`src/rtl/pipe_stage_reg.sv`:
```
// Pipeline stage register carrying payload, destination tag and valid bit, with stall/flush
// control and hazard detection of the held tag against NSRC consumer read ports.
module pipe_stage_reg #(
  parameter int unsigned DATA_W   = 64,
  parameter int unsigned TNEW_W   = 2,
  parameter int unsigned TNEW_DEC = 1,
  parameter int unsigned NSRC     = 2,
  parameter int unsigned TUSE_W   = 2
) (
  input  logic                     clk,
  input  logic                     reset,
  input  logic                     clr,
  input  logic                     stall,
  input  logic                     in_valid,
  input  logic [DATA_W-1:0]        in_data,
  input  logic [4:0]               in_a3,
  input  logic                     in_rfwr,
  input  logic [TNEW_W-1:0]        in_tnew,
  output logic                     out_valid,
  output logic [DATA_W-1:0]        out_data,
  output logic [4:0]               out_a3,
  output logic                     out_rfwr,
  output logic [TNEW_W-1:0]        out_tnew,
  input  logic [NSRC*5-1:0]        src_addr,
  input  logic [NSRC*TUSE_W-1:0]   src_tuse,
  output logic [NSRC-1:0]          hit,
  output logic [NSRC-1:0]          fwd_ready,
  output logic [NSRC-1:0]          stall_req,
  output logic [7:0]               stall_cnt
);

  localparam int unsigned CmpW = (TNEW_W > TUSE_W) ? TNEW_W : TUSE_W;

  logic              valid_q, valid_d;
  logic [DATA_W-1:0] data_q, data_d;
  logic [4:0]        a3_q, a3_d;
  logic              rfwr_q, rfwr_d;
  logic [TNEW_W-1:0] tnew_q, tnew_d;
  logic [7:0]        cnt_q, cnt_d;
  logic [CmpW-1:0]   tnew_ext;

  always_ff @(posedge clk or posedge reset) begin
    if (reset) begin
      valid_q <= 1'b0;
      data_q  <= '0;
      a3_q    <= '0;
      rfwr_q  <= 1'b0;
      tnew_q  <= '0;
      cnt_q   <= '0;
    end else begin
      valid_q <= valid_d;
      data_q  <= data_d;
      a3_q    <= a3_d;
      rfwr_q  <= rfwr_d;
      tnew_q  <= tnew_d;
      cnt_q   <= cnt_d;
    end
  end

  always_comb begin
    valid_d = 1'b0;
    data_d  = '0;
    a3_d    = '0;
    rfwr_d  = 1'b0;
    tnew_d  = '0;
    cnt_d   = '0;
    if (clr) begin
      // Bubble: the zero defaults above.
    end else if (stall) begin
      valid_d = valid_q;
      data_d  = data_q;
      a3_d    = a3_q;
      rfwr_d  = rfwr_q;
      tnew_d  = tnew_q;
      cnt_d   = (valid_q && cnt_q != 8'd255) ? cnt_q + 8'd1 : cnt_q;
    end else if (in_valid) begin
      valid_d = 1'b1;
      data_d  = in_data;
      a3_d    = in_a3;
      rfwr_d  = in_rfwr;
      // Saturating decrement: a zero Tnew never wraps to all-ones.
      if (TNEW_DEC != 0 && in_tnew != '0) begin
        tnew_d = in_tnew - 1'b1;
      end else begin
        tnew_d = in_tnew;
      end
    end
  end

  assign tnew_ext = CmpW'(tnew_q);

  always_comb begin
    hit       = '0;
    fwd_ready = '0;
    stall_req = '0;
    for (int unsigned i = 0; i < NSRC; i++) begin
      hit[i]       = valid_q & rfwr_q & (a3_q != 5'd0) & (a3_q == src_addr[i*5 +: 5]);
      fwd_ready[i] = hit[i] & (tnew_q == '0);
      stall_req[i] = hit[i] & (tnew_ext > CmpW'(src_tuse[i*TUSE_W +: TUSE_W]));
    end
  end

  assign out_valid = valid_q;
  assign out_data  = data_q;
  assign out_a3    = a3_q;
  assign out_rfwr  = rfwr_q;
  assign out_tnew  = tnew_q;
  assign stall_cnt = cnt_q;

endmodule
```
`config.mk`:
```
export PLATFORM = sky130hd
export DESIGN_NAME = pipe_stage_reg
export DESIGN_NICKNAME = d
export VERILOG_FILES = /design/src/rtl/pipe_stage_reg.sv
export SDC_FILE = /design/constraint.sdc
export NUM_CORES = 1
export LEC_CHECK = 0
export CAP_MARGIN = 20
export CELL_PAD_IN_SITES_DETAIL_PLACEMENT = 0
export CELL_PAD_IN_SITES_GLOBAL_PLACEMENT = 1
export CORE_ASPECT_RATIO = 1.1
export CORE_MARGIN = 2
export CORE_UTILIZATION = 32
export CTS_CLUSTER_DIAMETER = 30
export DETAILED_ROUTE_END_ITERATION = 7
export PLACE_DENSITY_LB_ADDON = 0.25
export SYNTH_ARGS = -nofsm -noshare
export SYNTH_HDL_FRONTEND = slang
export SYNTH_SLANG_ARGS = --single-unit
```
`constraint.sdc`:
```
create_clock -name clk -period 7.85 [get_ports clk]
set_clock_uncertainty 0.15 [all_clocks]
set_input_delay 1.1775 -clock clk [delete_from_list [all_inputs] [get_ports clk]]
set_output_delay 1.1775 -clock clk [all_outputs]
set_load 0.01 [all_outputs]
```
==> impl_metrics.yaml, run 1 <==
timing:
  finalCritPeriodShare_pct: 54.2
  slew_viol_final: 0
  clock.fmax_mhz: 235
  setup_ws_ns: 3.59
  max_slew_margin_pct: 42.9
  period_needed_ns: 4.26
  rsz0062_at_grt: "no"
  hold_viol: 0
  worst_pin_slew_ns: 0.857
  holdWs_ns: 0.355
  finalSetupTns_ns: 0
  setup_viol: 0
power_and_ir_drop:
  power_density_nw_per_um2: 159
  switchingPower_mw: 0.201
  p_clk_share_pct: 33.0
  leakage_nw: 2.31
  p_sw_share_pct: 23.5
  ir_worst_vdd_v: 0.0000733
  combPwrFrac_pct: 15.3
  finalPower_mw: 0.854
  seq_power_share_pct: 51.7
  internal_power_mw: 0.653
placed_design:
  pre_cts_slack_ns: 3.57
  post_dp_cell_area_um2: 5170
  gp_congestion: 0.742
  port_buffers: 177
  dp_hpwl_um: 6440
yosys:
  synth-edff-count: 0
  synth_common_cells: "dfrtp_1 (81), a22o_1 (70), nand2_1 (11)"
  ys_seq_area_share_pct: 61.8
  synth.distinct_cells: 38
  synth_cells: 248
  yosysMostFrequentCell: "dfrtp_1"
  yosysTopAreaCell: "dfrtp_1"
  syn_area_um2: 3280
  async_reset_ff_share_pct: 100
  yosysWarnings: 0
  synth_flop_cell: "dfrtp_1"
  synth_area_leaders: "dfrtp_1 (62%), a22o_1 (19%), xnor2_1 (2.7%)"
  syn_nets: 344
  ys_ff_latch: 81
  avgSynthCellArea_um2: 13.2
  yosysTopAreaCellShare_pct: 61.8
global_route:
  grt.total_usage_pct: 16.9
  grtUsageMet3_pct: 4.98
  first_global_vias: 2821
  grt_max_degree: 82
  grt_pass1_wl_um: 14400
  grt_busiest_layer: "met2"
  grt_util_met1_pct: 20.6
  grt_use_met2_pct: 27.1
  grt_overflow: 0
  antenna_found_initial: 0
routing:
  wl_per_cell_um: 17.0
  drc: 0
  viasPerCell: 5.14
  drt_iter0_markers: 98
  vias: 2802
  drt_pass1_iterations: 4
  wl_um: 9280
  antenna_left: 0
clock_network:
  cts_sinks: 81
  clock_latency_ns: 0.34
  ctsHoldBuffers: 0
  cts-buffers-inserted: 9
  cts_setup_buffers: 0
  clk_path_buf_depth: 2
  post_cts_resized: 0
  clockRootBuffer: "clkbuf_8"
  clk_pin_slew_worst_paths_ns: 0.07
  cts_tree: "done"
  h-tree-depth: 3
worst_setup_path:
  arrival_ns: 2.93
  crit_path_end_kind: "output pin"
  startpoint_type: "input port"
  path_max_fanout: 2
  cp_data_required_time_ns: 6.52
  critical_path_class: "input port to output pin"
cells_and_area:
  syn_to_final_growth_pct: 63.3
  layout-drive-gt1-share_pct: 6.35
  n_antenna_cell: 0
  nets: 519
  fin_area_um2: 5360
floorplan:
  dieArea_um2: 11100
  die_h_um: 110
  rows: 38
  start_util_pct: 33.0
  ios: 178
  core_area_um2: 9940
  die_x_um: 101
outcome:
  status: "finished, final reports clean"
min_path:
  hp-class: "flip-flop to flip-flop"
run:
  cap_violations: 0
## routing by layer
metal  up-vias  share of wire, %  wire, um
met5         -                 0         0
met4         0               2.9       268
met3        19               6.6       609
met2       115                49      4520
met1      1371                42      3890
li1       1297                 -         -
## logic make-up after synthesis
kind of cell,share of synthesized area [%]
AO/OA/AOI/OAI,23.5
flip-flops,61.8
AND/OR/NAND/NOR,6.83
buffers and inverters,2.75
XOR/XNOR,2.67
adder cells (fa/ha/maj),1.91
multiplexers,0.610
## area by class of cell
cell class                 count  area [um^2]
clock buffer                   9          124
clock inverter                 4         47.5
fill                         896         4580
inverter                       5         20.0
multi-input combinational    145         1180
sequential                    81         2030
tap                          120          150
timing repair buffer         181         1810
## flip-flops by register name, indices dropped and copies added (netlist names)
register   count
out_tnew       2
stall_cnt      8
out_valid      1
out_data      64
out_rfwr       1
out_a3         5
## power by group through the flow
| stage | combinational [mW] | sequential (mW) | clock, mW |
|---|---|---|---|
| floorplan | 0.0387 | 0.455 | 0 |
| global placement | 0.130 | 0.449 | 0 |
| detailed placement | 0.132 | 0.450 | 0 |
| CTS | 0.132 | 0.442 | 0.296 |
| global route | 0.141 | 0.443 | 0.313 |
| finish | 0.131 | 0.442 | 0.282 |
## path summary, 6_finish.rpt
check / cells after the start / slack [ns] / from / endpoint
setup / recovery: 7 / 3.59 / src_tuse[3] / stall_req[1]
hold / removal: 1 / 0.35 / out_data[22]$_DFFE_PP0P_ / out_data[22]$_DFFE_PP0P_
setup reg to reg: 4 / 6.16 / stall_cnt[0]$_DFFE_PP0P_ / stall_cnt[4]$_DFFE_PP0P_
hold reg to reg: 1 / 0.35 / out_data[22]$_DFFE_PP0P_ / out_data[22]$_DFFE_PP0P_
max in group asynchronous: 4 / 5.83 / reset / out_data[25]$_DFFE_PP0P_
min in group asynchronous: 3 / 1.13 / reset / out_data[5]$_DFFE_PP0P_
## placed cells by master (no fill, tap or decap), drive strengths merged, types with 2 or more instances in the layout
cell           count
a21oi              4
xnor2             10
nand2b             2
inv                4
nor2b              3
clkbuf             9
buf                4
ha                 5
nor3b              2
nand3              4
nor3               3
a22o              70
clkdlybuf4s50    177
o21ai              5
nand2             11
mux2i              2
nand4              3
clkinv             3
nor4               4
dfrtp             81
## critical path, stage by stage
cell             delay, ns
clkdlybuf4s50_1       0.46
inv_1                 0.04
ha_1                  0.28
nor2b_1               0.13
o21ai_0               0.09
nor4_1                0.18
clkdlybuf4s50_1       0.58
## through the flow
stage	std cells	util [%]
6_report	545	53.9
5_1_grt	545	53.9
4_1_cts	544	53.7
3_5_place_dp	531	52.0
3_3_place_gp	531	52.0
2_1_floorplan	248	-
Note: power is estimated with default switching activity, not from simulation.
==> run 2: changes to the inputs <==
--- a/config.mk
+++ b/config.mk
@@ -10,7 +10,7 @@
 export CELL_PAD_IN_SITES_GLOBAL_PLACEMENT = 1
 export CORE_ASPECT_RATIO = 1.1
 export CORE_MARGIN = 2
-export CORE_UTILIZATION = 32
+export CORE_UTILIZATION = 29
 export CTS_CLUSTER_DIAMETER = 30
 export DETAILED_ROUTE_END_ITERATION = 7
 export PLACE_DENSITY_LB_ADDON = 0.25
==> constraint.sdc (replaced) <==
create_clock -name clk -period 4.1 [get_ports clk]
set_clock_uncertainty 0.15 [all_clocks]
set_input_delay 0.615 -clock clk [delete_from_list [all_inputs] [get_ports clk]]
set_output_delay 0.615 -clock clk [all_outputs]
set_load 0.01 [all_outputs]
==> impl_metrics.yaml, run 2 (synthesized netlist as in run 1, its figures left out) <==
power_and_ir_drop:
  power_density_nw_per_um2: 343
  leakage_nw: 2.37
  ir_worst_vdd_v: 0.000146
placed_design:
  dp_hpwl_um: 6680
  port_buffers: 177
  gp_congestion: 0.748
  post_dp_cell_area_um2: 5220
timing:
  finalCritPeriodShare_pct: 76.6
  finalSetupTns_ns: 0
  clock.fmax_mhz: 319
  worst_pin_slew_ns: 0.965
  rsz0062_at_grt: "no"
  hold_viol: 0
  setup_viol: 0
  period_needed_ns: 3.14
  max_slew_margin_pct: 35.5
  slew_viol_final: 0
worst_setup_path:
  startpoint_type: "input port"
  path_max_fanout: 2
  cp_data_required_time_ns: 3.34
  crit_path_end_kind: "output pin"
  critical_path_class: "input port to output pin"
  arrival_ns: 2.37
run:
  cap_violations: 0
floorplan:
  dieArea_um2: 12200
  die_h_um: 116
  die_x_um: 105
  rows: 40
  ios: 178
  core_area_um2: 11000
  start_util_pct: 29.9
cells_and_area:
  nets: 521
  final_common_cell: "clkdlybuf4s50_1"
  syn_to_final_growth_pct: 68.3
  fin_area_um2: 5520
  largest_register_ffs: 64
  most-common-layout-cells: "clkdlybuf4s50_1 (177), dfrtp_1 (81), a22o_1 (70), nand2_1 (11), xnor2_1 (10)"
  layout-drive-gt1-share_pct: 7.44
  n_antenna_cell: 0
routing:
  antenna_left: 0
  viasPerCell: 4.75
  drc: 0
  wl_um: 9460
  wl_per_cell_um: 16.4
  vias: 2740
  drt_iter0_markers: 135
  drt_pass1_iterations: 4
clock_network:
  post_cts_resized: 0
  ctsHoldBuffers: 0
  h-tree-depth: 3
  clock_latency_ns: 0.33
  clk_path_buf_depth: 2
  cts_tree: "done"
  clk_pin_slew_worst_paths_ns: 0.06
  clockRootBuffer: "clkbuf_16"
  cts_sinks: 81
  cts-buffers-inserted: 9
  cts_setup_buffers: 0
global_route:
  antenna_found_initial: 0
  grt_max_degree: 74
  first_global_vias: 2874
  grt_pass1_wl_um: 15100
  grt_overflow: 0
  grt.total_usage_pct: 15.7
min_path:
  hp-class: "flip-flop to flip-flop"
outcome:
  status: "finished, final reports clean"
-- run 2: per-stage QoR --
step / power [mW] / worst slack [ns] / utilization [%] / instances / hold slack [ns]
floorplan: 0.946 / 1.25 / - / 248 / 0.394
global placement: 1.11 / 1.01 / 47.7 / 561 / 0.338
detailed placement: 1.12 / 0.956 / 47.7 / 561 / 0.340
CTS: 1.92 / 0.951 / 50.4 / 577 / 0.359
global route: 1.98 / 0.877 / 50.4 / 577 / 0.365
finish: 1.89 / 0.961 / 50.4 / 577 / 0.354
-- run 2: final timing paths --
path | start | to | slack, ns | cells past startpoint
max reg2reg | stall_cnt[0]$_DFFE_PP0P_ | stall_cnt[4]$_DFFE_PP0P_ | 2.42 | 4
max | src_tuse[1] | stall_req[0] | 0.96 | 7
min reg2reg | out_data[13]$_DFFE_PP0P_ | out_data[13]$_DFFE_PP0P_ | 0.35 | 1
min | out_data[13]$_DFFE_PP0P_ | out_data[13]$_DFFE_PP0P_ | 0.35 | 1
min in group asynchronous | reset | out_data[53]$_DFFE_PP0P_ | 0.39 | 2
max in group asynchronous | reset | out_data[18]$_DFFE_PP0P_ | 2.62 | 3
-- run 2: metal layers --
layer | part of all wire [%] | track usage [%] | vias to the layer above
met4 | 1.7 | 7.20 | 0
met2 | 46 | 24.3 | 106
met5 | 0 | 0 | -
met1 | 46 | 20.7 | 1323
li1 | - | - | 1302
met3 | 6.4 | 4.11 | 9
-- run 2: cell type report --
| type | count | area [um^2] |
|---|---|---|
| clock buffers | 9 | 225 |
| clock inverters | 7 | 71.3 |
| fillers | 994 | 5440 |
| inverters | 5 | 20.0 |
| multi-input cells | 145 | 1180 |
| flip-flops and latches | 81 | 2030 |
| well taps | 147 | 184 |
| repair buffers | 183 | 1820 |
-- run 2: worst max-delay path: stages --
cell,delay (ns)
clkdlybuf4s50_1,0.45
inv_1,0.04
ha_1,0.27
nor2b_1,0.12
o21ai_0,0.08
nor4_1,0.20
clkdlybuf4s50_1,0.59
-- run 2: power by group --
part,internal (mW),switching (mW)
clock network,0.471,0.322
registers,0.827,0.0204
logic,0.156,0.0958
